==> src/rtl/in_port.sv <==
// Processor IN port: synchronizes switches and ENTER, debounces ENTER, and serves IN requests.
// Define IN_DEBOUNCE_EN to enable the debounce counter; otherwise btn_db follows btn_sync.
module in_port #(
    parameter int unsigned DEBOUNCE_CYCLES = 250000,
    parameter int unsigned CNT_W           = 20
) (
    input  logic        clock,
    input  logic        reset,
    input  logic [15:0] sw,
    input  logic        btn_enter,
    input  logic        inreq,
    output logic [15:0] inval,
    output logic        invalid,
    output logic        inbusy
);

    typedef enum logic [1:0] {StIdle, StWait, StDone, StHold} state_e;

    state_e      state;
    logic [15:0] sw_meta;
    logic [15:0] sw_sync;
    logic        btn_meta;
    logic        btn_sync;
    logic        btn_db;
    logic        btn_db_d;
    logic        press;

    if (DEBOUNCE_CYCLES < 1 || CNT_W < 1 ||
        64'(DEBOUNCE_CYCLES) >= (64'(1) << CNT_W)) begin : g_cfg_check
        $error("in_port: DEBOUNCE_CYCLES must be >= 1 and fit in CNT_W bits");
    end

    always_ff @(posedge clock) begin
        if (reset) begin
            sw_meta  <= '0;
            sw_sync  <= '0;
            btn_meta <= 1'b0;
            btn_sync <= 1'b0;
        end else begin
            sw_meta  <= sw;
            sw_sync  <= sw_meta;
            btn_meta <= btn_enter;
            btn_sync <= btn_meta;
        end
    end

`ifdef IN_DEBOUNCE_EN
    localparam logic [CNT_W-1:0] CntMax = CNT_W'(DEBOUNCE_CYCLES - 1);

    logic [CNT_W-1:0] cnt;

    // Any return to equality restarts the stability count.
    always_ff @(posedge clock) begin
        if (reset) begin
            cnt    <= '0;
            btn_db <= 1'b0;
        end else if (btn_sync == btn_db) begin
            cnt <= '0;
        end else if (cnt == CntMax) begin
            btn_db <= btn_sync;
            cnt    <= '0;
        end else begin
            cnt <= cnt + 1'b1;
        end
    end
`else
    always_ff @(posedge clock) begin
        if (reset) begin
            btn_db <= 1'b0;
        end else begin
            btn_db <= btn_sync;
        end
    end
`endif

    always_ff @(posedge clock) begin
        if (reset) begin
            btn_db_d <= 1'b0;
        end else begin
            btn_db_d <= btn_db;
        end
    end

    assign press = btn_db & ~btn_db_d;

    // Outputs are registered with the state so they never glitch on input changes.
    always_ff @(posedge clock) begin
        if (reset) begin
            state   <= StIdle;
            inval   <= '0;
            invalid <= 1'b0;
            inbusy  <= 1'b0;
        end else begin
            invalid <= 1'b0;
            unique case (state)
                StIdle: begin
                    if (inreq) begin
                        state  <= StWait;
                        inbusy <= 1'b1;
                    end
                end
                StWait: begin
                    if (!inreq) begin
                        state  <= StIdle;
                        inbusy <= 1'b0;
                    end else if (press) begin
                        inval   <= sw_sync;
                        state   <= StDone;
                        inbusy  <= 1'b0;
                        invalid <= 1'b1;
                    end
                end
                // HOLD keeps a still-high inreq from starting a second read.
                StDone: state <= inreq ? StHold : StIdle;
                StHold: begin
                    if (!inreq) begin
                        state <= StIdle;
                    end
                end
                default: begin
                    state  <= StIdle;
                    inbusy <= 1'b0;
                end
            endcase
        end
    end

endmodule
==> config.mk <==
export PLATFORM = sky130hd
export DESIGN_NAME = in_port
export DESIGN_NICKNAME = d
export VERILOG_FILES = /design/src/rtl/in_port.sv
export SDC_FILE = /design/constraint.sdc
export NUM_CORES = 1
export LEC_CHECK = 0
export CORE_ASPECT_RATIO = 0.7
export CORE_MARGIN = 5
export CORE_UTILIZATION = 25
export CTS_CLUSTER_DIAMETER = 100
export CTS_CLUSTER_SIZE = 20
export DETAILED_ROUTE_END_ITERATION = 10
export PLACE_DENSITY_LB_ADDON = 0.12
export SLEW_MARGIN = 20
export SYNTH_ARGS = -nofsm -noshare
export SYNTH_HDL_FRONTEND = slang
export SYNTH_SLANG_ARGS = --single-unit
==> constraint.sdc <==
create_clock -name clock -period 1 [get_ports clock]
set_input_delay 0.1 -clock clock [delete_from_list [all_inputs] [get_ports clock]]
set_output_delay 0.1 -clock clock [all_outputs]
set_load 0.02 [all_outputs]
==> flow_summary.ini, run 1 <==
[final_layout]
diodes = 0
drive_gt1_share_pct = 27.6
synthToLayoutAreaGrowth_pct = 32.4
fin_nets = 233
stdcell_count = 312

[cts]
post-cts-setup-buffer-count = 0
h-tree-depth = 2
cts_tree = done
cts_sinks = 56
clkSlewWorstSetupHoldPaths_ns = 0.09
cts_buffers = 5
root_buffer = clkbuf_8
insertion_delay_ns = 0.29
ctsLongestPathBuffers = 2
cts.hold.buffers_added = 0

[synthesis]
synth.area.top_cells = dfxtp_1 61%, nor2b_1 13%, nand4b_1 7.6%
yosys.area.top_type = dfxtp_1
syn-cell-area_mm2 = 0.00184
synth_top_area_share_pct = 60.8
ys.flop_type = dfxtp_1
yosysMostFrequentCell = dfxtp_1
avgSynthCellArea_um2 = 11.3
ys_ff_latch = 56
synth.yosys.seq_area_share_pct = 60.8
synthCells = 163
synth.distinct_cells = 15
syn-num-nets = 183
synth_edf_count = 0
synthTopCellsByCount = 56 x dfxtp_1, 37 x nor2b_1, 17 x nand2b_1, 16 x nand4b_1, 10 x o21ai_2
async_flop_share_pct = 0
yosys_warnings = 0

[placed_design]
place_hpwl_um = 2320
gp_congestion = 0.654
place.port_buffers = 37
dpl.cell_count = 303

[timing]
fin_hold_ws_ns = 0.219
slew_headroom_pct = 86.2
setup_viol_count_final = 18
rsz0062_at_grt = yes
fin_crit_sh_pct = 110
worst_pin_slew_ns = 0.205
hold_violations = 0
timing.final.ws_setup_ns = -0.0977
fin_skew_ns = 0.00771
slew_viol_final = 0
fmax_mhz = 911
fin_crit_ns = 1.10

[route]
wl_met2_um = 1520
via_count = 1230
finalWirelength_um = 3530
wl_met1_um = 1740
maxUsedRoutingLayer = met4
first_pass_iters = 5
ant_nets = 0
drcViolationCount = 0
wl_met3_um = 182
drtIter0Drc = 64
viasPerCell = 3.94
wl_per_cell_um = 11.3

[global_routing]
grt_start_max_net_pins = 45
grt_pass1_vias = 1235
grt.total_usage_pct = 8.16
antenna_found_initial = 0
grt.overflow.total = 0
grt_pass1_wl_um = 5850

[critical_path]
critical_path.cell_chain = and4bb_4, and2_4, o21ai_2
worstPathRequired_ns = 1.19
path_class = flop to flop
slowest_delay_ns = 0.37
startpoint_type = flop
reg2reg_depth = 3
cp_max_fo = 8
cp_slowest_cell = and4bb_4
endpoint_kind = flop
cp_data_arrival_time_ns = 1.29

[worst_hold_path]
hold_path.class = primary input to flop
holdPathStages = 3

[floorplanning]
initial_utilization_pct = 25.5
boundaryPins = 38
core_mm2 = 0.00722
rows = 26
die-width_um = 113
dieArea_mm2 = 0.00922
die_h_um = 81.8

[status]
violations = negative setup slack
status = finished with violations

[run]
drv_cap = 0

[power_and_ir_drop]
p_leak_nw = 0.982
power_density_mw_per_mm2 = 1550
ir_worst_vdd_mv = 0.552
-- worst paths after layout --
| kind | from | end | slack [ns] |
|---|---|---|---|
| worst max-delay path | btn_db_d | inval[11] | -0.1 |
| worst min-delay path | reset | sw_meta[14] | 0.22 |
| worst max register to register | btn_db_d | inval[11] | -0.1 |
| worst min register to register | sw_meta[2] | sw_sync[2] | 0.44 |
-- what timing repair did --
action                                  4_1_cts  5_1_grt
cloned                                        1        0
gates resized for setup                      74        6
pin swaps                                     0        0
endpoints found under the setup margin       35       21
-- sequential cells by signal, indices dropped and copies added (netlist names) --
signal / flops
btn_sync: 1
btn_db: 1
btn_meta: 1
invalid: 1
inbusy: 1
state: 2
btn_db_d: 1
sw_sync: 16
sw_meta: 16
inval: 16
-- layout make-up --
type                    count  area, um2
fillers                   744       4780
flip-flops and latches     56       1120
multi-input cells          96        674
repair buffers             54        428
well taps                  98        123
clock buffers               6       82.6
clock inverters             2       10.0
-- worst max-delay path: cells and delay by family (launching register included) --
| kind | cells | cell delay [ns] |
|---|---|---|
| flops | 1 | 0.31 |
| simple gates | 2 | 0.62 |
| compound gates | 1 | 0.08 |
-- layout by cell type, fill, tap and decap left out --
cell type        instances
dfxtp_1                 55
nor2b_1                 37
buf_2                   19
clkdlybuf4s50_1         18
nand2b_1                17
nand4b_1                16
buf_4                   15
o21ai_2                 10
o21ai_1                  6
clkbuf_8                 6
nor2_1                   3
and2_4                   2
clkinv_2                 2
buf_12                   2
and4bb_4                 1
and3b_1                  1
o21bai_1                 1
o21ai_0                  1
a211oi_2                 1
dfxtp_2                  1
-- power by group --
part           internal [W]  leakage, nW  switching (W)
Clock              0.000554       0.0510       0.000665
Combinational      0.000147        0.471      0.0000890
Sequential          0.00230        0.460      0.0000190
-- cell families (layout without fill, tap and decap cells) --
kind of cell	Yosys count	after routing	synth area share, %
AO/OA/AOI/OAI	19	19	7.47
buffers and inverters	12	62	3.33
flip-flops	56	56	60.8
AND/OR/NAND/NOR	76	77	28.4
-- routing by layer --
metal	global-route usage, %	up-vias
met5	0	-
met4	3.96	0
met3	3.09	9
met2	12.4	31
met1	10.2	552
li1	-	638
-- through the flow --
step | total power, W | util [%] | TNS (ns) | setup slack, ns | cell area, um2
global placement | 0.00261 | 33.6 | -3.30 | -0.178 | 2420
detailed placement | 0.00261 | 33.6 | -3.80 | -0.223 | 2420
global route | 0.00396 | 33.8 | -2.75 | -0.176 | 2440
floorplan | 0.00248 | - | -0.731 | -0.0731 | 1840
CTS | 0.00385 | 33.9 | -1.73 | -0.110 | 2450
finish | 0.00377 | 33.8 | -1.51 | -0.0977 | 2440
Note: power is estimated with default switching activity, not from simulation.
==> run 2: changes to the inputs <==
- CORE_ASPECT_RATIO: 0.7 -> 0.6
- GPL_ROUTABILITY_DRIVEN: unset -> 0
- PLACE_DENSITY: unset -> 0.53
- PLACE_DENSITY_LB_ADDON: 0.12 -> unset
==> run 2 against run 1 <==
Against the previous run: the flow still finishes with violations (negative setup slack); worst setup slack got worse by 0.011 ns; clock skew decreased by 0.0041 ns; core utilization up 1.1 points; power grew 20%; clock power is 61% higher; cell area rose by 3.1%; non-clock buffer count down 1; hold slack got worse by 0.18 ns; die area increased by 0.31%; critical path type unchanged.
==> flow_summary.ini, run 2 (synthesized netlist as in run 1, its figures left out) <==
[status]
status = finished with violations
violations = negative setup slack

[floorplanning]
die-width_um = 121
boundaryPins = 38
rows = 24
dieArea_mm2 = 0.00925
die_h_um = 76.5
core_mm2 = 0.00721
initial_utilization_pct = 25.6

[final_layout]
diodes = 0
layout_commonest_cell = dfxtp_1
finalInstanceArea_mm2 = 0.00252
synthToLayoutAreaGrowth_pct = 36.5
drive_gt1_share_pct = 26.8
final_cell_mix = 55 x dfxtp_1, 37 x nor2b_1, 18 x clkdlybuf4s50_1, 18 x buf_2, 17 x nand2b_1
top_regs = inval: 16 flops, sw_meta: 16 flops, sw_sync: 16 flops
fin_nets = 232

[timing]
fmax_mhz = 902
hold_violations = 0
fin_crit_sh_pct = 111
rsz0062_at_grt = yes
slew_headroom_pct = 80.9
fin_skew_ns = 0.00361
timing.final.ws_setup_ns = -0.108
setup_viol_count_final = 17
slew_viol_final = 0
fin_crit_ns = 1.11
fin_hold_ws_ns = 0.0343
tns_ns = -1.44
worst_pin_slew_ns = 0.286

[route]
drcViolationCount = 0
first_pass_iters = 4
finalWirelength_um = 3630
drtIter0Drc = 23
viasPerCell = 3.77
via_count = 1147
wl_per_cell_um = 11.9
ant_nets = 0

[critical_path]
slowest_delay_ns = 0.35
reg2reg_slack_ns = -0.11
crit_family = simple AND/OR/NAND/NOR gates
worstPathRequired_ns = 1.18
cp.buffers_inverters = 0
cp_data_arrival_time_ns = 1.29
critical_path.cell_chain = and4bb_4, and2_4, o21ai_2
endpoint_kind = flop
cp_slowest_cell = and4bb_4
startpoint_type = flop
path_class = flop to flop
cp_max_fo = 8

[worst_hold_path]
hold_path.class = primary input to flop

[power_and_ir_drop]
p_leak_nw = 1.01
power_density_mw_per_mm2 = 1790
ir_worst_vdd_mv = 0.935

[placed_design]
pre_cts_slack_ns = -0.220
place.port_buffers = 37
place_hpwl_um = 2470
place_area_mm2 = 0.00239

[cts]
cts_sinks = 56
root_buffer = clkbuf_16
cts_tree = done
clkSlewWorstSetupHoldPaths_ns = 0.07
cts_buffers = 5
insertion_delay_ns = 0.29
ctsLongestPathBuffers = 2
h-tree-depth = 2
cts.hold.buffers_added = 0

[global_routing]
grt.overflow.total = 0
grt_pass1_wl_um = 6070
grt_pass1_vias = 1140
grt.total_usage_pct = 8.30
antenna_found_initial = 0
grt_start_max_net_pins = 40

[run]
drv_cap = 0
## run 2: changes by cell type in the layout (fill, tap and decap cells not counted), sizes merged
cell,before,now
clkbuf,6,7
clkinv,2,0
buf,36,33
bufinv,0,1
clkdlybuf4s15,0,1
inv,0,1
## run 2: per-layer routing
metal / part of all wire (%) / wire length, um / up-vias / GRT usage [%]
met5: 0 / 0 / - / 0
met4: 1.7 / 63 / 0 / 3.39
met3: 5.8 / 211 / 6 / 2.89
met2: 30 / 1070 / 38 / 8.37
met1: 63 / 2280 / 468 / 14.1
li1: - / - / 635 / -
## run 2: path summary, 6_finish.rpt
kind,startpoint,end,depth (start not counted)
hold reg to reg,btn_meta,btn_sync,1
setup reg to reg,state[1],inval[8],3
hold / removal,reset,sw_meta[15],2
setup / recovery,state[1],inval[8],3
## run 2: cell type report
| cell class | count | area (um2) |
|---|---|---|
| Clock inverter | 2 | 38.8 |
| Tap cell | 91 | 114 |
| Clock buffer | 6 | 129 |
| Sequential cell | 56 | 1120 |
| Timing Repair Buffer | 53 | 439 |
| Fill cell | 750 | 4690 |
| Multi-Input combinational cell | 96 | 673 |
## run 2: stage by stage
step	std cells	util [%]	power, W
after floorplan	163	-	0.00248
after global placement	294	33.1	0.00260
after detailed placement	294	33.1	0.00260
after CTS	303	35.1	0.00457
after global routing	304	34.9	0.00470
final	304	34.9	0.00451
## run 2: report_power, final
| part | leakage (nW) | internal [W] | switching (W) | total (W) |
|---|---|---|---|---|
| clock network | 0.0815 | 0.00119 | 0.000770 | 0.00196 |
| logic | 0.472 | 0.000141 | 0.0000853 | 0.000226 |
| registers | 0.460 | 0.00230 | 0.0000229 | 0.00232 |
| total | 1.01 | 0.00363 | 0.000878 | 0.00451 |
## run 2: timing repair
item,CTS,global route
gates resized for setup,71,10
cloned,1,1
pin swaps,2,7
hold endpoints to repair,0,0
buffers inserted,0,0
endpoints found under the setup margin,34,25
==> run 3: changes to the inputs <==
- CELL_PAD_IN_SITES_DETAIL_PLACEMENT: unset -> 0
- CELL_PAD_IN_SITES_GLOBAL_PLACEMENT: unset -> 2
- PLACE_DENSITY: 0.53 -> 0.72
==> run 3 against run 2 <==
Against the previous run: the run still ends with negative setup slack left; hold slack improved by 0.15 ns; critical path depth is 1 higher; wire length decreased by 2.5%; sequential share of layout area grew 0.089 points; clock power shrank 11%; critical path type unchanged; critical endpoint is now inval[14]; highest routed layer unchanged.
==> flow_summary.ini, run 3 (synthesized netlist as in run 1, its figures left out) <==
[status]
status = finished with violations
violations = negative setup slack

[final_layout]
final_cell_mix = 55 x dfxtp_1, 37 x nor2b_1, 18 x clkdlybuf4s50_1, 18 x buf_2, 17 x nand2b_1
fin_nets = 235
regArea_mm2 = 0.00112
diodes = 0
multi_input_area_um2 = 668
top_regs = inval: 16 flops, sw_meta: 16 flops, sw_sync: 16 flops
fin_util_pct = 34.8
drive_gt1_share_pct = 27.8
n_fill_cell = 763
synthToLayoutAreaGrowth_pct = 36.3
layout_commonest_cell = dfxtp_1

[cts]
cts_buffers = 5
cts_sinks = 56
cts.hold.buffers_added = 0
cts_tree = done
insertion_delay_ns = 0.28
clkSlewWorstSetupHoldPaths_ns = 0.07
root_buffer = clkbuf_16
ctsLongestPathBuffers = 2
h-tree-depth = 2

[power_and_ir_drop]
p_leak_nw = 1.01
ir_worst_vdd_mv = 0.734
power_density_mw_per_mm2 = 1710

[floorplanning]
dieArea_mm2 = 0.00925
rows = 24
initial_utilization_pct = 25.6
core_mm2 = 0.00721
die_h_um = 76.5
die-width_um = 121
boundaryPins = 38

[critical_path]
critical_path.cell_chain = and4bb_4, and2_4, buf_12, o21ai_2
critical_path.startpoint = btn_db_d
reg2reg_from = btn_db_d
path_class = flop to flop
endpoint_kind = flop
worstPathRequired_ns = 1.18
cp_slowest_cell = and4bb_4
slowest_delay_ns = 0.35
startpoint_type = flop
cp_max_fo = 7
cp_data_arrival_time_ns = 1.31

[placed_design]
place_hpwl_um = 2430
place.port_buffers = 37
pre_cts_slack_ns = -0.240

[timing]
hold_violations = 0
setup_viol_count_final = 16
fin_crit_sh_pct = 113
timing.final.ws_setup_ns = -0.134
fin_skew_ns = 0.00266
slew_headroom_pct = 84.8
fmax_mhz = 882
fin_hold_ws_ns = 0.180
rsz0062_at_grt = yes
slew_viol_final = 0
worst_pin_slew_ns = 0.229
fin_crit_ns = 1.13

[route]
viasPerCell = 3.89
wl_per_cell_um = 11.5
first_pass_iters = 4
wl_met3_um = 177
drcViolationCount = 0
drtIter0Drc = 55
wl_met1_um = 2040
ant_nets = 0
wl_met2_um = 1260
maxUsedRoutingLayer = met4
via_count = 1193
finalWirelength_um = 3540

[global_routing]
grt_start_max_net_pins = 26
antenna_found_initial = 0
grt_pass1_vias = 1175
grt_pass1_wl_um = 5890
grt.overflow.total = 0
grt.total_usage_pct = 8.16

[worst_hold_path]
hold_path.class = primary input to flop
min_from = reset

[run]
drv_cap = 0
-- run 3: cell count changes in the layout (fill, tap and decap cells not counted), sizes merged --
| cell | delta |
|---|---|
| buf | +4 |
| inv | -1 |
| bufinv | -1 |
| clkbuf | -1 |
| clkinvlp | +2 |
-- run 3: area by class of cell --
type	instances	area share [%]
Clock inverter	2	0.598
Sequential cell	56	44.7
Multi-Input combinational cell	96	26.6
Clock buffer	6	5.53
Tap cell	91	4.53
Timing Repair Buffer	56	18.0
-- run 3: layer usage --
| metal | up-vias | global-route usage (%) |
|---|---|---|
| met2 | 31 | 9.92 |
| met3 | 4 | 3.19 |
| li1 | 642 | - |
| met4 | 0 | 3.73 |
| met5 | - | 0 |
| met1 | 516 | 12.1 |
-- run 3: path summary, 6_finish.rpt --
check | end | slack [ns] | cells after the start
worst max-delay path | inval[14] | -0.13 | 4
worst min-delay path | sw_meta[7] | 0.18 | 3
worst max register to register | inval[14] | -0.13 | 4
worst min register to register | sw_sync[15] | 0.44 | 1
-- run 3: per-stage QoR --
step / power (W) / cell area, um2 / setup TNS, ns / std cells
2_1_floorplan: 0.00248 / 1840 / -0.731 / 163
3_3_place_gp: 0.00261 / 2390 / -3.90 / 295
3_5_place_dp: 0.00261 / 2390 / -4.26 / 295
4_1_cts: 0.00437 / 2560 / -1.93 / 307
5_1_grt: 0.00448 / 2510 / -2.34 / 307
6_report: 0.00429 / 2510 / -1.63 / 307
-- run 3: power breakdown --
group	leakage, nW	switching [W]	internal (W)
sequential	0.460	0.0000217	0.00230
clock	0.0691	0.000744	0.000996
combinational	0.476	0.0000857	0.000145
-- run 3: critical path, delay by kind of cell (launching register included) --
family / cells / cell delay [ns]
AOI/OAI and AO/OA: 1 / 0.06
and+or+nand+nor: 2 / 0.54
buffers and inverters: 1 / 0.13
DFF: 1 / 0.29
-- run 3: what timing repair did --
action                                  CTS  global route
setup buffers                             3             0
cloned                                    1             0
resized for setup                        63             9
endpoints found under the setup margin   34            24
pin swaps                                 0             1
